**config.mk**
```make
export PLATFORM = sky130hd
export DESIGN_NAME = wb_line_axi_responder
export DESIGN_NICKNAME = d
export VERILOG_FILES = /design/src/rtl/wb_line_axi_responder_pkg.sv /design/src/rtl/wb_line_axi_responder.sv
export SDC_FILE = /design/constraint.sdc
export NUM_CORES = 1
export LEC_CHECK = 0
export ABC_AREA = 1
export CAP_MARGIN = 20
export CORE_MARGIN = 3
export CORE_UTILIZATION = 40
export DETAILED_ROUTE_END_ITERATION = 6
export GPL_ROUTABILITY_DRIVEN = 0
export PLACE_DENSITY_LB_ADDON = 0.08
export SYNTH_ARGS = -nofsm -noshare
export SYNTH_HDL_FRONTEND = slang
export SYNTH_SLANG_ARGS = --single-unit
export TNS_END_PERCENT = 5
```
**constraint.sdc**
```tcl
create_clock -name clk_i -period 3.4 [get_ports clk_i]
set_clock_uncertainty 0.1 [all_clocks]
set_input_delay 0.34 -clock clk_i [delete_from_list [all_inputs] [get_ports clk_i]]
set_output_delay 0.34 -clock clk_i [all_outputs]
set_load 0.05 [all_outputs]
```
**src/rtl/wb_line_axi_responder_pkg.sv**
```systemverilog
// ---------------------------------------------------------------------------
// wb_line_axi_responder_pkg
//   Shared types and constants for the write-back line responder: the FSM
//   state encoding, AXI response codes, the only legal burst type, and an
//   address-window check used when an AW is accepted.
// ---------------------------------------------------------------------------
package wb_line_axi_responder_pkg;

   typedef enum logic [1:0] {
      IDLE = 2'd0,
      DATA = 2'd1,
      RESP = 2'd2
   } state_e;

   localparam logic [1:0] RESP_OKAY   = 2'b00;
   localparam logic [1:0] RESP_SLVERR = 2'b10;
   localparam logic [1:0] RESP_DECERR = 2'b11;

   localparam logic [1:0] BURST_INCR  = 2'b01;

   // The window is tested as (addr - base) < span so that a window that
   // ends exactly at the top of the address space cannot overflow.
   function automatic logic in_range(input logic [63:0] addr,
                                     input logic [63:0] base,
                                     input logic [63:0] span);
      return (addr >= base) && ((addr - base) < span);
   endfunction

endpackage

```
**src/rtl/wb_line_axi_responder.sv**
```systemverilog
// ---------------------------------------------------------------------------
// wb_line_axi_responder
//   Memory-side AXI4 write responder for the dcache writeback path. Accepts
//   one AW + W burst at a time, writes each beat into a word-addressed SRAM
//   port and returns a B response carrying the AW ID.
//
// Ports
//   clk_i, rst_ni                 clock, synchronous active-low reset
//   aw_valid_i/aw_ready_o         AW handshake
//   aw_id_i/addr_i/len_i/size_i/burst_i   AW payload
//   w_valid_i/w_ready_o           W handshake
//   w_data_i/w_strb_i/w_last_i    W payload
//   b_valid_o/b_ready_i           B handshake
//   b_id_o/b_resp_o               B payload
//   mem_req_o                     SRAM write strobe (single cycle, always accepted)
//   mem_addr_o/mem_wdata_o/mem_be_o   SRAM word index, data, byte enables
// ---------------------------------------------------------------------------
module wb_line_axi_responder
   import wb_line_axi_responder_pkg::*;
#(
   parameter int unsigned IdWidth   = 4,
   parameter int unsigned AddrWidth = 64,
   parameter int unsigned DataWidth = 64,
   parameter int unsigned LineWidth = 128,
   parameter logic [63:0] MemBase   = 64'h8000_0000,
   parameter int unsigned MemWords  = 65536
) (
   input  logic                         clk_i,
   input  logic                         rst_ni,
   input  logic                         aw_valid_i,
   output logic                         aw_ready_o,
   input  logic [IdWidth-1:0]           aw_id_i,
   input  logic [AddrWidth-1:0]         aw_addr_i,
   input  logic [7:0]                   aw_len_i,
   input  logic [2:0]                   aw_size_i,
   input  logic [1:0]                   aw_burst_i,
   input  logic                         w_valid_i,
   output logic                         w_ready_o,
   input  logic [DataWidth-1:0]         w_data_i,
   input  logic [DataWidth/8-1:0]       w_strb_i,
   input  logic                         w_last_i,
   output logic                         b_valid_o,
   input  logic                         b_ready_i,
   output logic [IdWidth-1:0]           b_id_o,
   output logic [1:0]                   b_resp_o,
   output logic                         mem_req_o,
   output logic [$clog2(MemWords)-1:0]  mem_addr_o,
   output logic [DataWidth-1:0]         mem_wdata_o,
   output logic [DataWidth/8-1:0]       mem_be_o
);

   localparam int unsigned BeatBytes = DataWidth / 8;
   localparam int unsigned ByteShift = $clog2(BeatBytes);
   localparam int unsigned IdxWidth  = $clog2(MemWords);
   localparam int unsigned MaxBeats  = LineWidth / DataWidth;
   localparam logic [63:0] MemBytes  = 64'(MemWords) * 64'(BeatBytes);

   state_e                r_state;
   logic                  r_awReady;
   logic                  r_wReady;
   logic                  r_bValid;
   logic [1:0]            r_bResp;
   logic [IdWidth-1:0]    r_id;
   logic [IdxWidth-1:0]   r_word;
   logic [7:0]            r_len;
   logic [7:0]            r_cnt;
   logic [1:0]            r_err;

   logic                  w_awFire;
   logic                  w_wFire;
   logic                  w_bFire;
   logic                  w_memReq;
   logic [IdxWidth-1:0]   w_awIdx;
   logic [1:0]            w_awErr;
   logic [1:0]            w_beatErr;

   assign w_awFire = aw_valid_i & r_awReady;
   assign w_wFire  = w_valid_i & r_wReady;
   assign w_bFire  = r_bValid & b_ready_i;

   // Word index relative to the memory base; sub-word address bits drop out
   // in the shift, and anything above the memory depth is truncated away.
   assign w_awIdx = IdxWidth'((64'(aw_addr_i) - MemBase) >> ByteShift);

   // Classify the incoming AW: an address outside the backing memory is a
   // decode error, which outranks any malformed-burst slave error.
   always_comb begin
      w_awErr = RESP_OKAY;
      if (!in_range(64'(aw_addr_i), MemBase, MemBytes)) begin
         w_awErr = RESP_DECERR;
      end else if ((aw_burst_i != BURST_INCR) ||
                   (aw_size_i != 3'(ByteShift)) ||
                   ((9'(aw_len_i) + 9'd1) > 9'(MaxBeats))) begin
         w_awErr = RESP_SLVERR;
      end
   end

   // Running response after the current beat. A last marker that does not
   // line up with the announced length downgrades an OKAY burst to SLVERR;
   // once not OKAY the code is sticky so later beats are never written.
   always_comb begin
      w_beatErr = r_err;
      if ((r_err == RESP_OKAY) && (w_last_i != (r_cnt == r_len))) begin
         w_beatErr = RESP_SLVERR;
      end
   end

   // SRAM writes are issued in the same cycle as the W handshake. The data
   // path is zeroed when no write happens so the port is quiet in reset.
   assign w_memReq    = rst_ni & w_wFire & (r_err == RESP_OKAY);
   assign mem_req_o   = w_memReq;
   assign mem_addr_o  = w_memReq ? (r_word + IdxWidth'(r_cnt)) : '0;
   assign mem_wdata_o = w_memReq ? w_data_i : '0;
   assign mem_be_o    = w_memReq ? w_strb_i : '0;

   assign aw_ready_o  = r_awReady;
   assign w_ready_o   = r_wReady;
   assign b_valid_o   = r_bValid;
   assign b_id_o      = r_id;
   assign b_resp_o    = r_bResp;

   // Transaction FSM. Handshake readies are registered, so AW is only
   // offered one cycle after reset release or after the B handshake.
   always_ff @(posedge clk_i) begin
      if (!rst_ni) begin
         r_state   <= IDLE;
         r_awReady <= 1'b0;
         r_wReady  <= 1'b0;
         r_bValid  <= 1'b0;
         r_bResp   <= RESP_OKAY;
         r_id      <= '0;
         r_word    <= '0;
         r_len     <= '0;
         r_cnt     <= '0;
         r_err     <= RESP_OKAY;
      end else begin
         case (r_state)
            IDLE: begin
               r_awReady <= 1'b1;
               if (w_awFire) begin
                  r_awReady <= 1'b0;
                  r_wReady  <= 1'b1;
                  r_id      <= aw_id_i;
                  r_word    <= w_awIdx;
                  r_len     <= aw_len_i;
                  r_cnt     <= '0;
                  r_err     <= w_awErr;
                  r_state   <= DATA;
               end
            end
            DATA: begin
               if (w_wFire) begin
                  r_cnt <= r_cnt + 8'd1;
                  r_err <= w_beatErr;
                  if (w_last_i) begin
                     r_wReady <= 1'b0;
                     r_bValid <= 1'b1;
                     r_bResp  <= w_beatErr;
                     r_state  <= RESP;
                  end
               end
            end
            RESP: begin
               if (w_bFire) begin
                  r_bValid  <= 1'b0;
                  r_awReady <= 1'b1;
                  r_state   <= IDLE;
               end
            end
            default: begin
               r_state <= IDLE;
            end
         endcase
      end
   end

endmodule

```
## After elaboration in Yosys (flattened, before gate mapping)

Index checks and enable logic that the tools add are counted.

- Reduce and logical (&&, ||, !) cells: 16
- Add/subtract/negate cells: 4
- Order comparisons: 3
- Shift-type cells: 0
- Bitwise operators: 5
- Eq/ne operators: 10
- $mul: 0
- Mux-type cells: 28
- Div/mod/pow operators: 0

Operators with widths:

| operator | count |
|---|---|
| $ge A64 B32 Y1 const B | 1 |
| $lt A64 B20 Y1 const B | 1 |
| $mux W64 | 1 |
| $sub A64 B32 Y64 const B | 1 |
| $mux W8 | 3 |
| $mux W2 | 9 |
| $add A16 B8 Y16 | 1 |
| $mux W16 | 1 |
| $pmux W8 S2 | 1 |
| $reduce_and A4 Y1 | 3 |
| $add A8 B1 Y9 const B | 1 |
| $gt A9 B2 Y1 const B | 1 |
| $add A8 B1 Y8 const B | 1 |
| $eq A8 B8 Y1 | 1 |
| $mux W1 | 8 |
| $ne A2 B2 Y1 const B | 4 |
| $pmux W1 S2 | 3 |
| $pmux W2 S3 | 1 |
| $reduce_and A3 Y1 | 2 |
| $reduce_bool A2 Y1 | 3 |
| $and A1 B1 Y1 | 5 |
| $logic_not A2 Y1 | 2 |
| $pmux W2 S2 | 1 |
| $reduce_and A2 Y1 | 2 |
| other kinds (7) | 9 |

- Memories: 0
- RAM bits: 0
- Register bits: 45
- Bits in read-only memories: 0
- Output and inout port bits: 98
- Logic and storage cells: 76
- Latch bits: 0

## Depth between registers and ports, before layout

- Depth after elaboration: 7
- Gate-level depth with buffers: 15
- Mapped depth without buffers: 15

## Worst setup path before layout

No wires, ideal clock.

- Kind: register to output
- Start point: reg r_cnt[0]
- End point: out mem_addr_o[14]
- Arrival: 2.662 ns
- Data required time: 2.960 ns
- Slack: 0.298 ns
- Stages on the path, launching flop included: 11
- Cells stage by stage: dfxtp_1 > ha_1 > fa_1 > nand3_1 > nand2_1 > nand2_1 > nand2_1 > nand2_1 > nor2_1 > a21oi_1 > a211oi_1

- Longest elaborated chain between the ends: 2

Ends and longest elaborated chain:

| what | line | text |
|---|---|---|
| start, declared | wb_line_axi_responder.sv:66 | `logic [7:0] r_cnt;` |
| start signal, assigned | wb_line_axi_responder.sv:153 | `r_cnt <= r_cnt + 8'd1;` |
| $add A16 B8 Y16 | wb_line_axi_responder.sv:112 | `assign mem_addr_o = w_memReq ? (r_word + IdxWidth'(r_cnt)) : '0;` |
| $mux W16 | wb_line_axi_responder.sv:112 |  |
| end, declared | wb_line_axi_responder.sv:47 | `output logic [$clog2(MemWords)-1:0] mem_addr_o,` |

Every way passes these cells.

## Final worst setup path

Same ends and word-level chain as after synthesis.

==> impl_metrics.env <==
export IMPL_clkSinkCount=45
export IMPL_cp_arrival_ns=2.69
export IMPL_grt_overflow_total=0
export IMPL_ios=257
export IMPL_route_met3_wl_um=1196
export IMPL_synth_seq_cells=45
export IMPL_cts_tree="built"
export IMPL_r2r_end="r_cnt[6]"
export IMPL_rsz0062_at_grt="no"
export IMPL_worstSetupStartpointType="register"
export IMPL_drv_cap=0
export IMPL_ys_types=40
export IMPL_cts_root_buf="clkbuf_8"
export IMPL_routedWlPerCell_um=15.52
export IMPL_worstSetupEndpointType="output port"
export IMPL_fp_dieH_um=105.1
export IMPL_row_count=35
export IMPL_path_class="reg -> out"
export IMPL_drt_wl_total_um=16910
export IMPL_vias=5471
export IMPL_synth_top_area_share_pct=22.94
export IMPL_setup_violations_final=0
export IMPL_status="finished, final reports clean"
export IMPL_worstSetupStartpoint="r_cnt[0]"
export IMPL_yosysWarnings=0
export IMPL_synth_fp_nets=884
export IMPL_crit_fanout=6
export IMPL_worstRegToRegCells=10
export IMPL_hp_class="reg -> reg"
export IMPL_clockBufferDepth=2
export IMPL_top_layer_used="met4"
export IMPL_rrSetupSlack_ns=1.33
export IMPL_postCtsResizedCells=0
export IMPL_grt_max_degree=51
export IMPL_drtIter0Drc=503
export IMPL_holdBufCountCts=0
export IMPL_grt_pass1_wl_um=26440
export IMPL_drive_gt1_share_pct=12.49
export IMPL_r2r_start="r_state[1]"
export IMPL_ys_seq_area_share_pct=22.94
export IMPL_diodes=0
export IMPL_synthToLayoutAreaGrowth_pct=94.04
export IMPL_insertion_delay_ns=0.31
export IMPL_cts_buffers=5
export IMPL_fmax_mhz=319.1
export IMPL_syn_instance_count=712
export IMPL_die_x_um=105.1
export IMPL_crit_path_end="mem_addr_o[14]"
export IMPL_synthArstFlopShare_pct=0
export IMPL_cts_max_level=2
export IMPL_die_area_um2=11040
export IMPL_drc=0
export IMPL_drv_slew=0
export IMPL_total_power_uw=1554
export IMPL_worstMarginPinSlew_ns=0.5808
export IMPL_final_hold_viol_count=0
export IMPL_ys_flop_type="dfxtp_1"
export IMPL_antenna_found_initial=0
export IMPL_fillCellCount=659
export IMPL_fin_nets=1132
export IMPL_setup_tns_ns=0
export IMPL_via_per_inst=5.019
export IMPL_final_common_cell="nor2_1"
export IMPL_grt_use_total_pct=29.43
export IMPL_syn_avg_cell_area_um2=5.516
export IMPL_met1_length_um=6688
export IMPL_netlist_area_um2=3928
export IMPL_vdd_ir_drop_max_mv=0.1976
export IMPL_synth_area_leader_cell="dfxtp_1"
export IMPL_synth_edf_count=0
export IMPL_core_area_um2=9371
export IMPL_start_util_pct=41.91
export IMPL_fin_crit_sh_pct=92.17
export IMPL_portBuffers=253
export IMPL_ys_top_cells_by_area="dfxtp_1 (23%), nor2_1 (16%), nand2_1 (14%)"
export IMPL_grt_pass1_vias=5183
export IMPL_dpl_hpwl_um=14370
export IMPL_post_cts_buffers=0
export IMPL_worstPathRequired_ns=2.96
export IMPL_relSlewSlack_pct=61.16
export IMPL_final_cell_mix="nor2_1 (170), clkdlybuf4s50_1 (164), nand2_1 (151), inv_1 (128), buf_12 (89)"
export IMPL_ant_nets=0
export IMPL_powerDensity_nw_per_um2=203.9
export IMPL_wl_met2_um=8541
export IMPL_clkTransAtPathRegs_ns=0.09
export IMPL_drtPass1Iterations=5
export IMPL_min_period_ns=3.134
export IMPL_p_leak_uw=0.003447
[state kept, by name, summed over array words and instances, names as in the netlist]
| name | count |
|---|---|
| b_valid_o | 1 |
| r_word | 16 |
| b_resp_o | 2 |
| b_id_o | 4 |
| r_len | 8 |
| aw_ready_o | 1 |
| r_cnt | 8 |
| w_ready_o | 1 |
| r_state | 2 |
| r_err | 2 |
[cells by family after synthesis]
group / synth area share, %
flip-flops: 22.94
AO/OA/AOI/OAI: 10.10
XOR/XNOR: 4.237
buffers and inverters: 14.30
AND/OR/NAND/NOR: 44.09
adder cells (fa/ha/maj): 4.333
[worst max-delay path, stage by stage (launching register included)]
cell	delay (ns)
dfxtp_1	0.48
ha_1	0.29
fa_1	0.23
nand3_1	0.10
nand2_1	0.11
nand2_1	0.09
nand2_1	0.11
nand2_1	0.10
nor2_1	0.24
a21oi_1	0.11
a211oi_1	0.34
buf_12	0.19
[power by group]
part | switching, µW | total [µW] | internal (µW)
Sequential | 22.7 | 576 | 553
Combinational | 269 | 550 | 281
Clock | 202 | 428 | 225
[synth_stat cells (2+ instances only)]
library cell and instances:
o21ai_0 28, ha_1 12, dfxtp_1 45, nand2_2 2
o21ai_1 2, a21oi_1 24, clkbuf_1 14, nor3_2 2
nand3_1 59, xor2_1 9, a31oi_1 6, nor2_1 171
nor4_1 2, o21bai_1 2, inv_1 128, nand4_1 6
nor3_1 12, nand2_1 151, nor2_2 5, inv_2 3
xnor2_1 10
[worst min path at each step]
stage / startpoint / to / slack [ns] / cells after the start
6_report: b_id_o[0] / b_id_o[0] / 0.35 / 2
5_1_grt: b_id_o[0] / b_id_o[0] / 0.37 / 2
4_1_cts: b_id_o[0] / b_id_o[0] / 0.36 / 2
3_5_place_dp: r_word[5] / r_word[5] / 0.34 / 2
3_3_place_gp: b_id_o[0] / b_id_o[0] / 0.33 / 2
2_1_floorplan: r_word[0] / r_word[0] / 0.33 / 2
[per-stage QoR]
step                instance area (µm²)  std cells  hold slack [ns]  utilization (%)  worst slack, ns
floorplan                          3928        712           0.3253                -           0.2977
finish                             7621       1090           0.3534            81.32           0.2662
global route                       7621       1090           0.3702            81.32          0.07903
CTS                                7621       1090           0.3579            81.32           0.3032
detailed placement                 7502       1082           0.3406            80.05           0.6776
global placement                   7502       1082           0.3300            80.05           0.7448
[final cells by class]
type	instances	area [µm²]	area share, %
inverter	133	500.5	6.567
sequential	45	900.9	11.82
multi-input combinational	518	2486	32.62
timing repair buffer	257	3453	45.31
clock buffer	5	68.82	0.9030
tap	129	161.4	2.118
clock inverter	3	50.05	0.6567
[per-layer routing]
metal,track usage (%),vias to the layer above
met3,5.250,40
met1,34.92,2445
li1,-,2701
met5,0,-
met4,8.903,0
met2,53.57,285
No activity file was read; power rests on OpenSTA's default activity.
